==> config.mk <==
export PLATFORM = sky130hd
export DESIGN_NAME = present_serial_ctrl
export DESIGN_NICKNAME = d
export VERILOG_FILES = /design/src/rtl/present_serial_ctrl.sv
export SDC_FILE = /design/constraint.sdc
export NUM_CORES = 1
export LEC_CHECK = 0
export CAP_MARGIN = 20
export CORE_AREA = 5 5 179 181
export CTS_CLUSTER_DIAMETER = 150
export DETAILED_ROUTE_END_ITERATION = 6
export DIE_AREA = 0 0 184 186
export PLACE_DENSITY_LB_ADDON = 0.05
export RECOVER_POWER = 100
export SLEW_MARGIN = 20
export SYNTH_ARGS = -nofsm -noshare
export SYNTH_HDL_FRONTEND = slang
export SYNTH_SLANG_ARGS = --single-unit
==> constraint.sdc <==
create_clock -name clk -period 7.9 [get_ports clk]
set_clock_uncertainty 0.15 [all_clocks]
set_input_delay 2.37 -clock clk [delete_from_list [all_inputs] [get_ports clk]]
set_output_delay 2.37 -clock clk [all_outputs]
set_load 0.1 [all_outputs]
==> src/rtl/present_serial_ctrl.sv <==
// ---------------------------------------------------------------------------
// present_serial_ctrl
//
// Serialised PRESENT-80 encryption engine. A single 4-bit PRESENT sbox is
// time-shared between the 16 state nibbles (one per cycle in SBOX) and the
// top nibble of the key schedule (in PLAY). Each round is
// ARK (1) + SBOX (16) + PLAY (1) = 18 cycles. After ROUNDS rounds, FINAL
// applies the last round key and DONE holds the ciphertext.
//
// Ports:
//   clk        system clock, rising edge
//   rst        synchronous reset, active high
//   in_valid   plaintext/key offered by the producer
//   in_ready   engine can accept a block (IDLE only)
//   pt[63:0]   plaintext, bit 63 = MSB
//   key[79:0]  cipher key, bit 79 = MSB
//   out_valid  ciphertext valid, held until out_ready
//   out_ready  consumer accepts the ciphertext
//   ct[63:0]   ciphertext, holds until the next FINAL
//   busy       high in ARK/SBOX/PLAY/FINAL
//   round[4:0] current round, 1..ROUNDS while running, 0 in IDLE
//   abort      only with PRESENT_ABORT_EN: drops an operation in progress
//
// Build option:
//   PRESENT_ABORT_EN  adds the abort input. Without it an operation always
//                     runs to DONE and only rst can stop it.
// ---------------------------------------------------------------------------

// PRESENT 4-bit substitution box.
module present_sbox (
    input  logic [3:0] din,
    output logic [3:0] dout
);
    always_comb begin
        dout = 4'h0;
        case (din)
            4'h0: dout = 4'hC;
            4'h1: dout = 4'h5;
            4'h2: dout = 4'h6;
            4'h3: dout = 4'hB;
            4'h4: dout = 4'h9;
            4'h5: dout = 4'h0;
            4'h6: dout = 4'hA;
            4'h7: dout = 4'hD;
            4'h8: dout = 4'h3;
            4'h9: dout = 4'hE;
            4'hA: dout = 4'hF;
            4'hB: dout = 4'h8;
            4'hC: dout = 4'h4;
            4'hD: dout = 4'h7;
            4'hE: dout = 4'h1;
            4'hF: dout = 4'h2;
            default: dout = 4'h0;
        endcase
    end
endmodule

module present_serial_ctrl #(
    parameter int ROUNDS = 31
) (
    input  logic        clk,
    input  logic        rst,
    input  logic        in_valid,
    output logic        in_ready,
    input  logic [63:0] pt,
    input  logic [79:0] key,
    output logic        out_valid,
    input  logic        out_ready,
    output logic [63:0] ct,
    output logic        busy,
    output logic [4:0]  round
`ifdef PRESENT_ABORT_EN
    ,
    input  logic        abort
`endif
);

    typedef enum logic [2:0] {
        IDLE  = 3'd0,
        ARK   = 3'd1,
        SBOX  = 3'd2,
        PLAY  = 3'd3,
        FINAL = 3'd4,
        DONE  = 3'd5
    } state_t;

    // The counter reaches ROUNDS+1 at FINAL/DONE, which does not fit the
    // 5-bit port for ROUNDS=31, so it is kept one bit wider internally.
    localparam logic [5:0] LAST_ROUND = 6'(ROUNDS);

    state_t      state, state_nx;
    logic [63:0] st;        // cipher state
    logic [79:0] kr;        // key register
    logic [3:0]  nib;       // nibble index during SBOX
    logic [5:0]  rnd;       // round counter
    logic [63:0] ct_q;

    logic [3:0]  sbox_in, sbox_out;
    logic [79:0] key_rot, key_nx;
    logic [63:0] play;
    logic        abort_hit;

    // ---------------------------------------------------------------
    // Abort qualification: only meaningful while an operation runs.
    // ---------------------------------------------------------------
`ifdef PRESENT_ABORT_EN
    assign abort_hit = abort && (state == ARK || state == SBOX ||
                                 state == PLAY || state == FINAL);
`else
    assign abort_hit = 1'b0;
`endif

    // ---------------------------------------------------------------
    // Shared sbox. The state nibble owns it in SBOX, the rotated key's
    // top nibble in PLAY; otherwise its input is tied low.
    // ---------------------------------------------------------------
    assign key_rot = {kr[18:0], kr[79:19]};   // rotate left by 61

    always_comb begin
        sbox_in = 4'h0;
        if (state == SBOX)
            sbox_in = st[{nib, 2'b00} +: 4];
        else if (state == PLAY)
            sbox_in = key_rot[79:76];
    end

    present_sbox u_sbox (
        .din  (sbox_in),
        .dout (sbox_out)
    );

    // Next round key: sbox on the top nibble, round counter into [19:15].
    assign key_nx = {sbox_out, key_rot[75:20], key_rot[19:15] ^ rnd[4:0], key_rot[14:0]};

    // ---------------------------------------------------------------
    // pLayer: bit i -> bit (16*i mod 63), bit 63 fixed. Pure wiring.
    // ---------------------------------------------------------------
    for (genvar i = 0; i < 63; i++) begin : g_play
        assign play[(16 * i) % 63] = st[i];
    end
    assign play[63] = st[63];

    // ---------------------------------------------------------------
    // FSM: state register
    // ---------------------------------------------------------------
    always_ff @(posedge clk) begin
        if (rst)
            state <= IDLE;
        else
            state <= state_nx;
    end

    // ---------------------------------------------------------------
    // FSM: next state and handshake/status outputs
    // ---------------------------------------------------------------
    always_comb begin
        state_nx  = state;
        in_ready  = 1'b0;
        out_valid = 1'b0;
        busy      = 1'b0;
        case (state)
            IDLE: begin
                in_ready = 1'b1;
                if (in_valid)
                    state_nx = ARK;
            end
            ARK: begin
                busy     = 1'b1;
                state_nx = SBOX;
            end
            SBOX: begin
                busy = 1'b1;
                if (nib == 4'hF)
                    state_nx = PLAY;
            end
            PLAY: begin
                busy     = 1'b1;
                state_nx = (rnd == LAST_ROUND) ? FINAL : ARK;
            end
            FINAL: begin
                busy     = 1'b1;
                state_nx = DONE;
            end
            DONE: begin
                out_valid = 1'b1;
                if (out_ready)
                    state_nx = IDLE;
            end
            default: state_nx = IDLE;
        endcase
        if (abort_hit)
            state_nx = IDLE;
    end

    // ---------------------------------------------------------------
    // Datapath
    // ---------------------------------------------------------------
    always_ff @(posedge clk) begin
        if (rst) begin
            st   <= '0;
            kr   <= '0;
            nib  <= '0;
            rnd  <= '0;
            ct_q <= '0;
        end else if (abort_hit) begin
            // Drop the operation; ct keeps the previous result.
            rnd <= '0;
            nib <= '0;
        end else begin
            case (state)
                IDLE: begin
                    if (in_valid) begin
                        st  <= pt;
                        kr  <= key;
                        rnd <= 6'd1;
                        nib <= '0;
                    end
                end
                ARK: begin
                    st  <= st ^ kr[79:16];
                    nib <= '0;
                end
                SBOX: begin
                    st[{nib, 2'b00} +: 4] <= sbox_out;
                    nib <= nib + 4'd1;
                end
                PLAY: begin
                    st  <= play;
                    kr  <= key_nx;
                    rnd <= rnd + 6'd1;
                end
                FINAL: begin
                    ct_q <= st ^ kr[79:16];
                end
                DONE: begin
                    if (out_ready)
                        rnd <= '0;
                end
                default: ;
            endcase
        end
    end

    assign ct    = ct_q;
    assign round = rnd[4:0];

endmodule

* Word level (Yosys, flattened, before mapping)
Memory sizes are Yosys's and may differ from the RTL's. Cells that the tools add are included. W data, S select, Z words.
Cells by class: $add $sub $neg 3, eq/ne operators 10, shifts and indexed selects 3, multiplexer cells 20, bitwise gates (word level) 3, reductions and logical operators 12
Operators with widths (count):
- $pmux W64 S4 | 1
- $pmux W80 S2 | 1
- $mux W80 | 1
- $bwmux W64 | 1
- $mux W64 | 1
- $shift A4 B8 Y64 const A | 1
- $shiftx A4 B8 Y64 | 1
- $shiftx A64 B7 Y4 | 1
- $xor A64 B64 Y64 | 1
- $pmux W3 S6 | 1
- $pmux W6 S3 | 1
- $mux W3 | 4
- $mux W4 | 3
- $mux W6 | 2
- $pmux W4 S3 | 1
- $reduce_and A3 Y1 | 3
- $neg A6 Y8 | 1
- $add A6 B1 Y6 const B | 1
- $eq A3 B2 Y1 const B | 2
- $eq A3 B3 Y1 const B | 2
- $eq A6 B5 Y1 const B | 1
- $reduce_and A2 Y1 | 3
- $reduce_bool A3 Y1 | 2
- $xor A5 B5 Y5 | 1
- 11 further kinds | 14
Storage, ports and cells: register bits after elaboration 221, ROM bits 64, output and inout bits 72, logic and storage cells 59, memories kept 1
Memory list:
- (name not given) | depth 16, bits a word 4, read ports 1, clocked after Yosys merged registers in 0, wr ports 0, RTL line 36 | case (din)

* Depth between registers and ports, before layout
Gate-level depths: netlist of the first run. An unclocked memory read counts as a cell.
depth after elaboration 7, depth in mapped cells 14

* Modules after synthesis
A second synthesis of the first run with hierarchy kept.
Second synthesis, totals: cells, all modules 1534, area, all modules 12253.0 um^2
Modules (own cells, without submodules):
- present_serial_ctrl | times used 1, cells each 1516, area an instance 12074.1 um^2, seq. area each 4424.2 um^2
- present_sbox | times used 1, cells each 18, area an instance 178.9 um^2, seq. area each 0.0 um^2

* Worst setup path before layout of the first run
Ideal clock, no wire load.
kind register -> output, start point register state[2], end point output busy, arrival time 2.504 ns, data required time 5.380 ns, slack 2.876 ns, cell stages (with the launch flop) 5, cells stage by stage dfxtp_1 > clkbuf_1 > buf_1 > clkbuf_1 > xnor2_1
On the way: longest elaborated chain between the ends 3
RTL lines:
- start, declared | RTL line 91 | state_t state, state_nx;
- start signal, assigned | RTL line 150 | state <= state_nx;
- $eq A3 B2 Y1, or another cell as far along | RTL line 161 | case (state)
- $reduce_or A4 Y1 (no line) (*)
- $mux W1 (*) | RTL line 161
- end, declared | RTL line 70 | output logic busy,
Every way passes the cells marked *; elsewhere a longest branch is shown, timed or not.

==> summary.md, run 1 <==
| Metric | Value |
|---|---|
| Worst-Skew Late Latency | `between 500 and 600 ps` |
| RSZ-0062 raised after global routing | `no` |
| Root Driver | `clkbuf_16` |
| Largest net degree at the start of global routing | `between 100 and 150` |
| Routed WL | `~56000 um` |
| Final setup viols | `0` |
| Critical path, cell by cell | `buf_6 -> clkbuf_1 -> o21bai_1 -> nor2_1` |
| Crit Path Class | `input port to flip-flop` |
| Ys Warns | `0` |
| Core Rows | `64` |
| Reg-to-reg setup timing slack | `approximately 1600 ps` |
| Outcome | `complete, but fails checks` |
| GRT Total Usage | `31.0%` |
| Final Max Tran Viols | `between 200 and 300` |
| Top FF cell, synth | `dfxtp_1` |
| Static Leakage | `between 5 and 6 nW` |
| RR Startpoint | `state[0]` |
| Fillers | `about 3000` |
| Worst endpoint data arrival time | `between 6000 and 7000 ps` |
| Max transition margin | `-183%` |
| Min Tclk post-route | `between 6000 and 7000 ps` |
| Final HPWL DP | `around 41000 um` |
| FF-to-FF End | `st[47]` |
| Initial antenna violation count | `2` |
| Critical Path Max Stage Delay | `around 3000 ps` |
| Gr ovfl total | `0` |
| Die Wd | `184 um` |
| Ports | `220` |
| Tcrit/Tclk final | `between 80 and 90%` |
| Avg Cell Area, Syn | `7.91 um2` |
| Worst hold endpoint | `kr[6]` |
| DRC | `0` |
| Worst Hold Class | `flip-flop to flip-flop` |
| Total chip power | `4.71 mW` |
| CTS tree | `done` |
| Violated checks | `capacitance limit, slew limit` |
| Hold Crit Start | `kr[6]` |
| Endpoints failing hold | `0` |
| Port bufs | `~220` |
| Post-synth EDFFs | `0` |
| Worst setup SP type | `input port` |
| Flops & latches, synth | `approximately 220` |
| R2R cell count | `12` |
| Area of the multi-input gates | `between 6000 and 7000 um2` |
| CP bufs+invs | `2` |
| DIE HEIGHT | `between 150 and 200 um` |
| First-pass GRT wire length | `79100 um` |
| Asr flop ratio synth | `0%` |
| Seq/Total Area, Yosys | `between 30% and 40%` |
| Initial core utilization | `between 30 and 40%` |
| Starting DRT DRC Count | `between 1000 and 1500` |
| Post-synthesis cell count | `roughly 1500` |
| Area delta synth->final | `26.9%` |
| Setup tns final | `0 ps` |
| Fmax | `roughly 160 MHz` |
| Seq. cell area | `4430 um2` |
| Avg WL per Cell | `27.0 um` |
| Clock-pin slew of the registers on the worst-case setup and hold paths | `60 ps` |
| CP top delay family | `buffers and inverters` |
| Core area | `30300 um2` |
| Ant diodes | `0` |
| Clock Sinks | `221` |
| Layout cells sized above 1 | `under 10%` |
| Vias per inst | `6.19` |
| Crit path capture type | `flip-flop` |
| CP max FO | `111` |
| DR vias | `around 13000` |
| Vias in the first global route | `roughly 12000` |
| First drt pass iteration count | `5` |
| Slew @ Worst Pin | `between 4000 and 5000 ps` |
| Setup bufs post-CTS | `0` |
| Synth Cell Area | `roughly 12000 um2` |
| WHS Path Cells | `2` |
| Htree depth | `1` |
| Maximum Capacitance Violations | `4` |
| Number of buffers created by CTS | `27` |
| # hold bufs at CTS | `0` |
| Fin nets | `roughly 1800` |
| Routed Antenna Nets | `0` |
| Mapped Nets | `1668` |
| CP Data Required Time | `roughly 8000 ps` |
| Maximum buffer depth of the clock tree | `3` |
| Post-CTS sizing | `0` |
| Slowest CP cell | `clkbuf_1` |
| RePlAce Congestion | `between 0.9 and 1` |
| Pwr/cell area | `between 300 and 400 nW/um2` |
| Die area | `between 30000 and 40000 um2` |
| Synth cell types | `between 60 and 70` |
| Maximum VDD drop | `approximately 0.21 mV` |
-- how the worst max path moves through the flow --
stage,start,to,slack [ps],cells past startpoint
6_report,rst,rnd[4],1480,4
5_1_grt,rst,rnd[4],1170,4
4_1_cts,state[1],busy,2390,3
3_5_place_dp,in_valid,kr[64],2940,7
3_3_place_gp,state[1],busy,2970,3
2_1_floorplan,state[2],busy,2880,4
-- sequential cells by signal, summed over array words and instances, names as in the netlist --
name / cells
nib: 4
st: 64
rnd: 6
state: 3
kr: 80
ct: 64
-- metal layers --
metal	wire length, um	vias up	GRT usage [%]
li1	-	5842	-
met2	23300	810	44.7
met3	5960	135	7.23
met4	2880	2	13.3
met5	13	-	0
met1	23700	6005	44.2
-- power breakdown --
group | internal, mW | total (mW) | switching (mW) | leakage (nW)
registers | 1.30 | 1.69 | 0.389 | 1.81
logic | 0.639 | 1.78 | 1.14 | 2.94
clock network | 0.721 | 1.24 | 0.523 | 0.422
total | 2.66 | 4.71 | 2.05 | 5.17
-- placed cells by master (no fill, tap or decap), types with 13 or more instances in the layout --
cell             count
dlygate4sd3_1       73
clkdlybuf4s50_1    145
nor2_1             154
o21ai_0             97
xnor2_1             51
nand2b_1            34
o22ai_1             25
a21oi_1            229
buf_4               19
dfxtp_1            220
a311oi_1            23
clkbuf_16           27
mux4_2              14
clkbuf_1            13
a22oi_1             86
nand3_1             23
a211oi_1            75
nor3_1              22
nand2_1            143
-- per-stage QoR --
step	cell area, um2	setup WS (ps)	std cells	util [%]	hold slack (ps)
floorplan	11900	2880	1510	-	287
global placement	14300	2970	2018	47.3	293
detailed placement	14300	2940	2018	47.3	299
CTS	15200	2390	2068	50.2	306
global route	15200	1170	2068	50.1	324
finish	15200	1480	2068	50.1	308
-- cell families after synthesis --
kind of cell / synth area share (%)
AO/OA/AOI/OAI: 31.7
adder cells (fa/ha/maj): 1.05
buffers and inverters: 5.19
XOR/XNOR: 4.33
multiplexers: 4.26
flip-flops: 37.0
AND/OR/NAND/NOR: 16.4
-- cell type report --
cell class                      count  share of cell area [%]
Timing Repair Buffer              246                    15.6
Sequential cell                   221                    29.2
Multi-Input combinational cell   1142                    45.8
Tap cell                          396                    3.27
Clock inverter                     15                    1.03
Inverter                           13                   0.322
Clock buffer                       35                    4.79
-- worst min-delay path, cell delays in order, from the launching register on --
cell and delay (ps):
dfxtp_1 310, nand2_1 50, a21oi_1 50
-- cells in the mapped netlist, types with 6 or more instances --
cell type / count / area (um2)
a21oi_1: 229 / 1150
dfxtp_1: 221 / 4420
nor2_1: 159 / 597
nand2_1: 143 / 537
clkbuf_1: 104 / 390
o21ai_0: 87 / 435
a22oi_1: 86 / 646
a211oi_1: 75 / 563
xnor2_1: 51 / 447
nand2b_1: 34 / 213
o22ai_1: 25 / 156
a311oi_1: 23 / 201
nand3_1: 23 / 115
nor3_1: 22 / 110
buf_1: 14 / 52.6
mux4_2: 14 / 315
inv_1: 12 / 45.0
mux2i_1: 12 / 120
a31oi_1: 11 / 68.8
a211o_1: 10 / 87.6
ha_1: 10 / 125
o21ai_1: 10 / 50.1
or3_1: 10 / 62.6
nor4_1: 9 / 56.3
o221ai_1: 8 / 70.1
xor2_1: 8 / 70.1
and3_1: 7 / 43.8
buf_4: 7 / 52.6
o211ai_1: 6 / 45.0
Note: power is estimated with default switching activity, not from simulation.
==> run 2, diff against run 1 <==
==> constraint.sdc (replaced) <==
create_clock -name clk -period 6.7 [get_ports clk]
set_clock_uncertainty 0.15 [all_clocks]
set_input_delay 2.01 -clock clk [delete_from_list [all_inputs] [get_ports clk]]
set_output_delay 2.01 -clock clk [all_outputs]
set_load 0.1 [all_outputs]
==> summary.md, run 2 (synthesis results as in run 1) <==
| Metric | Value |
|---|---|
| Die Wd | `184 um (unchanged)` |
| Hold Slack | `307 ps (-1.45 ps)` |
| Final Instance Count excl. Fillers | `2064 (-0.19%)` |
| First drt pass iteration count | `6 (+1)` |
| Largest net degree at the start of global routing | `122 (+4.3%)` |
| Final setup viols | `0 (unchanged)` |
| Worst setup SP type | `input port` |
| Cell mode on critical path | `nand2_1` |
| Starting DRT DRC Count | `1779 (+19%)` |
| Area of the multi-input gates | `6940 um2 (about the same)` |
| Number of buffers created by CTS | `26 (-3.7%)` |
| Worst Hold Class | `flip-flop to flip-flop` |
| Top reg by flops | `kr` |
| Tcrit/Tclk final | `between 80% and 90%` |
| Core Rows | `64 (unchanged)` |
| Worst setup slack after layout | `942 ps (-534 ps)` |
| Static Leakage | `5.18 nW (about the same)` |
| DIE HEIGHT | `186 um (unchanged)` |
| Critical path, cell by cell | `clkbuf_2 -> or2_0 -> nor2_1 -> buf_4 -> o21a_1 -> nand2_1 -> nand2_1 -> a211oi_1 -> a31oi_1` |
| CP bufs+invs | `2 (unchanged)` |
| Placed Cells incl. Taps | `2020 (+0.099%)` |
| Post-CTS sizing | `0 (unchanged)` |
| Ports | `220 (unchanged)` |
| Initial antenna violation count | `0 (-2)` |
| Routed Antenna Nets | `0 (unchanged)` |
| CP max FO | `121 (+9.0%)` |
| Max transition margin | `-82.1% (+100 points)` |
| Vias per inst | `6.20 (+0.26%)` |
| Gr ovfl total | `0 (unchanged)` |
| Area delta synth->final | `26.5%` |
| Htree depth | `1 (unchanged)` |
| First-pass GRT wire length | `79200 um (about the same)` |
| Routed WL | `56000 um (+0.27%)` |
| Seq. cell area | `4430 um2 (about the same)` |
| DRC | `0 (unchanged)` |
| RePlAce Congestion | `0.965 (+1.5%)` |
| Min Tclk post-route | `5760 ps` |
| Slew @ Worst Pin | `2730 ps (-1510 ps)` |
| Fillers | `3030 (+1.3%)` |
| # hold bufs at CTS | `0 (unchanged)` |
| Initial core utilization | `39.5% (unchanged)` |
| Final HPWL DP | `40900 um (-0.10%)` |
| Setup WS pre-CTS | `1810 ps (-1140 ps)` |
| Crit path capture type | `flip-flop` |
| DR vias | `12800 (+0.070%)` |
| Maximum buffer depth of the clock tree | `3 (unchanged)` |
| Worst-Skew Late Latency | `550 ps (about the same)` |
| Worst endpoint data arrival time | `6020 ps (-660 ps)` |
| Crit Path Class | `input port to flip-flop` |
| Root Driver | `clkbuf_16` |
| Commonest non-fill, non-tap cells in the layout | `a21oi_1, dfxtp_1, nor2_1` |
| Maximum VDD drop | `0.238 mV (+14%)` |
| Outcome | `complete, but fails checks` |
| CP Data Required Time | `6970 ps (-1190 ps)` |
| Endpoints failing hold | `0 (unchanged)` |
| Clock-pin slew of the registers on the worst-case setup and hold paths | `60 ps (about the same)` |
| Port bufs | `219 (unchanged)` |
| GRT Total Usage | `30.9% (-0.033 points)` |
| Die area | `34200 um2 (unchanged)` |
| Setup bufs post-CTS | `0 (unchanged)` |
| Setup tns final | `0 ps (unchanged)` |
| RSZ-0062 raised after global routing | `no` |
| Violated checks | `capacitance limit, slew limit` |
| Fin nets | `1810 (+0.055%)` |
| Slowest CP cell | `clkbuf_2` |
| Final Max Tran Viols | `198 (-32%)` |
| Avg WL per Cell | `27.1 um (+0.46%)` |
| Max reg flops | `80 (unchanged)` |
| Fmax | `between 150 and 200 MHz` |
| Critical Path Max Stage Delay | `1890 ps (-1120 ps)` |
| Maximum Capacitance Violations | `2 (-2)` |
| Pwr/cell area | `364 nW/um2 (+17%)` |
| Core area | `30300 um2 (unchanged)` |
| CTS tree | `done` |
| Vias in the first global route | `11800 (-0.059%)` |
| CP top delay family | `buffers and inverters` |
| Clock Sinks | `221 (unchanged)` |
| Commonest non-fill, non-tap cell in the layout | `a21oi_1` |
| Layout cells sized above 1 | `6.30% (+0.14 points)` |
[run 2: stage by stage]
| stage | instance area [um2] | power (mW) | util (%) |
|---|---|---|---|
| final | 15100 | 5.50 | 49.9 |
| after floorplan | 11900 | 3.16 | - |
| after CTS | 15100 | 5.45 | 50.0 |
| after global routing | 15100 | 5.70 | 49.9 |
| after detailed placement | 14300 | 4.05 | 47.3 |
| after global placement | 14300 | 4.05 | 47.3 |
[run 2: cell type report]
| type | instances | share of cell area [%] |
|---|---|---|
| well taps | 396 | 3.28 |
| diodes | 1 | 0.0166 |
| repair buffers | 248 | 15.8 |
| clock buffers | 36 | 4.95 |
| clock inverters | 7 | 0.472 |
| multi-input cells | 1142 | 45.9 |
| inverters | 13 | 0.323 |
| flip-flops and latches | 221 | 29.3 |
[run 2: power by group]
group          switching, mW  internal (mW)
registers              0.440           1.53
logic                   1.37          0.759
clock network          0.588          0.810
[run 2: path summary, 6_finish.rpt]
path	from	end	slack (ps)	cells past startpoint
max	rst	st[61]	940	9
min	kr[3]	kr[3]	310	2
max reg2reg	nib[0]	st[47]	1090	11
min reg2reg	kr[3]	kr[3]	310	2
[run 2: layer usage]
metal	part of all wire, %	vias to the layer above	routed length [um]	GRT usage, %
met5	0	-	0	0
met4	4.2	0	2330	11.7
met3	12	103	6470	5.84
met2	42	839	23700	45.6
met1	42	6034	23500	44.8
li1	-	5827	-	-
[run 2: tightest hold or removal path, stage by stage (launching register included)]
cell	delay (ps)
dfxtp_1	310
nand2_1	50
a21oi_1	50
==> run 3, diff against run 2 <==
--- a/config.mk
+++ b/config.mk
@@ -6,12 +6,13 @@
 export NUM_CORES = 1
 export LEC_CHECK = 0
 export CAP_MARGIN = 20
-export CORE_AREA = 5 5 179 181
+export CORE_AREA = 5 5 206 208
 export CTS_CLUSTER_DIAMETER = 150
 export DETAILED_ROUTE_END_ITERATION = 6
-export DIE_AREA = 0 0 184 186
+export DIE_AREA = 0 0 211 213
 export PLACE_DENSITY_LB_ADDON = 0.05
 export RECOVER_POWER = 100
+export SETUP_SLACK_MARGIN = 0.5
 export SLEW_MARGIN = 20
 export SYNTH_ARGS = -nofsm -noshare
 export SYNTH_HDL_FRONTEND = slang
==> summary.md, run 3 (synthesis results as in run 1) <==
| Metric | Value |
|---|---|
| Root Driver | `clkbuf_16` |
| Pwr/cell area | `372 nW/um2 (+2.1%)` |
| Clock Sinks | `221 (unchanged)` |
| Avg WL per Cell | `27.9 um (+2.9%)` |
| Area delta synth->final | `28.9%` |
| CP top delay family | `buffers and inverters` |
| Commonest non-fill, non-tap cells in the layout | `a21oi_1, dfxtp_1, nor2_1` |
| Crit path capture type | `flip-flop` |
| DRC | `0 (unchanged)` |
| Endpoints failing hold | `0 (unchanged)` |
| Worst endpoint data arrival time | `5910 ps (-110 ps)` |
| Crit Path Class | `input port to flip-flop` |
| Cell mode on critical path | `nand2_1` |
| Final Max Tran Viols | `247 (+25%)` |
| Core Rows | `74 (+16%)` |
| Maximum VDD drop | `0.175 mV (-26%)` |
| Slowest CP cell | `clkbuf_2` |
| Ant diodes | `0 (-1)` |
| Max transition margin | `-90.0% (-7.9 points)` |
| Setup tns final | `0 ps (unchanged)` |
| Critical Path Max Stage Delay | `1940 ps (+50 ps)` |
| Die Wd | `211 um (+15%)` |
| Internal | `3.22 mW (+3.9%)` |
| DIE HEIGHT | `213 um (+15%)` |
| Worst setup SP type | `input port` |
| Gr ovfl total | `0 (unchanged)` |
| Max reg flops | `80 (unchanged)` |
| Worst Hold Class | `flip-flop to flip-flop` |
| First-pass GRT wire length | `86400 um (+9.1%)` |
| Min Tclk post-route | `5630 ps (-125 ps)` |
| Total chip power | `5.73 mW (+4.1%)` |
| Clock-pin slew of the registers on the worst-case setup and hold paths | `60 ps (about the same)` |
| Final Instance Count excl. Fillers | `2203 (+6.7%)` |
| Maximum Capacitance Violations | `3 (+1)` |
| CP Data Required Time | `6980 ps (about the same)` |
| DR vias | `12800 (+0.11%)` |
| GRT Total Usage | `25.9% (-5.0 points)` |
| RePlAce Congestion | `0.930 (-3.7%)` |
| Comb power frac | `37.4% (-1.3 points)` |
| Core area | `40400 um2 (+33%)` |
| Starting DRT DRC Count | `1453 (-18%)` |
| Post-CTS sizing | `0 (unchanged)` |
| Static Leakage | `5.23 nW (+1.1%)` |
| CP bufs+invs | `2 (unchanged)` |
| Outcome | `complete, but fails checks` |
| Ports | `220 (unchanged)` |
| Critical path, cell by cell | `clkbuf_2 -> or2_0 -> nor2_1 -> buf_4 -> o21a_1 -> nand2_1 -> nand2_1 -> a211oi_1 -> a31oi_1` |
| Top reg by flops | `kr` |
| Initial antenna violation count | `2 (+2)` |
| Fmax | `178 MHz (+2.2%)` |
| Area of the multi-input gates | `6940 um2 (+0.11%)` |
| Largest net degree at the start of global routing | `120 (-1.6%)` |
| Vias in the first global route | `11900 (+0.42%)` |
| Setup bufs post-CTS | `0 (unchanged)` |
| Fillers | `4257 (+40%)` |
| Final setup viols | `0 (unchanged)` |
| Htree depth | `1 (unchanged)` |
| Fin nets | `1810 (unchanged)` |
| Port bufs | `219 (unchanged)` |
| Power share of the sequential group | `35.2% (-0.7 points)` |
| CP max FO | `119 (-1.7%)` |
| Initial core utilization | `29.6% (-9.9 points)` |
| First drt pass iteration count | `5 (-1)` |
| Routed Antenna Nets | `0 (unchanged)` |
| RSZ-0062 raised after global routing | `no` |
| Clk pwr share | `27.4% (+2.0 points)` |
| Setup WS pre-CTS | `1550 ps (-255 ps)` |
| Maximum buffer depth of the clock tree | `3 (unchanged)` |
| Worst setup slack after layout | `1070 ps (+125 ps)` |
| Violated checks | `capacitance limit, slew limit` |
| Layout cells sized above 1 | `6.82% (+0.52 points)` |
| Slew @ Worst Pin | `2850 ps (+118 ps)` |
| Placed Cells incl. Taps | `2155 (+6.7%)` |
| Routed WL | `61500 um (+9.8%)` |
| Tcrit/Tclk final | `84.1% (-1.9 points)` |
| Switching pwr | `2.50 mW (+4.4%)` |
| Number of buffers created by CTS | `27 (+3.8%)` |
| # hold bufs at CTS | `0 (unchanged)` |
| Switching power share of the total | `43.7% (+0.12 points)` |
| Vias per inst | `5.82 (-6.2%)` |
| Worst-Skew Late Latency | `560 ps (about the same)` |
| Seq. cell area | `4430 um2 (about the same)` |
| CTS tree | `done` |
| Die area | `44900 um2 (+31%)` |
| Commonest non-fill, non-tap cell in the layout | `a21oi_1` |
| Final HPWL DP | `45100 um (+10%)` |
-- run 3: cell types whose count changed in the layout (fill, tap and decap cells not counted), sizes merged --
cell	before	now
inv	12	13
dlygate4sd3	72	74
clkinv	7	8
bufinv	1	4
buf	25	26
clkinvlp	0	3
clkbuf	42	36
diode	1	0
clkdlybuf4s50	145	144
-- run 3: per-stage QoR --
| step | hold slack [ps] | cell area (um2) | util [%] |
|---|---|---|---|
| finish | 307 | 15400 | 38.2 |
| detailed placement | 299 | 14500 | 35.9 |
| CTS | 307 | 15400 | 38.2 |
| floorplan | 287 | 11900 | - |
| global route | 325 | 15400 | 38.2 |
| global placement | 293 | 14500 | 35.9 |
-- run 3: worst paths after layout --
kind                            slack, ps     start      to  cells past startpoint
worst max register to register       1140  state[0]  ct[55]                      8
worst max-delay path                 1070       rst  st[61]                      9
worst min-delay path                  310     kr[3]   kr[3]                      2
worst min register to register        310     kr[3]   kr[3]                      2
-- run 3: power by group through the flow --
stage | combinational [mW] | clock [mW] | sequential [mW]
2_1_floorplan | 1.41 | 0 | 1.74
3_3_place_gp | 2.08 | 0 | 2.02
3_5_place_dp | 2.09 | 0 | 2.02
4_1_cts | 2.10 | 1.59 | 1.99
5_1_grt | 2.28 | 1.64 | 2.02
6_report | 2.14 | 1.57 | 2.02
-- run 3: final cells by class --
| class | instances | area share, % |
|---|---|---|
| clock buffers | 33 | 4.73 |
| clock inverters | 15 | 1.28 |
| inverters | 13 | 0.317 |
| multi-input cells | 1142 | 45.1 |
| flip-flops and latches | 221 | 28.7 |
| well taps | 532 | 4.32 |
| repair buffers | 247 | 15.5 |
-- run 3: layer usage --
layer	vias to the layer above	part of all wire, %	global-route usage [%]
li1	5839	-	-
met1	6185	46	37.9
met2	669	43	38.9
met3	120	7.0	4.14
met4	4	3.7	8.90
met5	-	0.050	0
-- run 3: worst register-to-register path: cells and delay by family (launching register included) --
family	cells	cell delay (ps)
simple gates	3	620
flops	1	1000
buf+inv	4	3470
compound gates	1	60
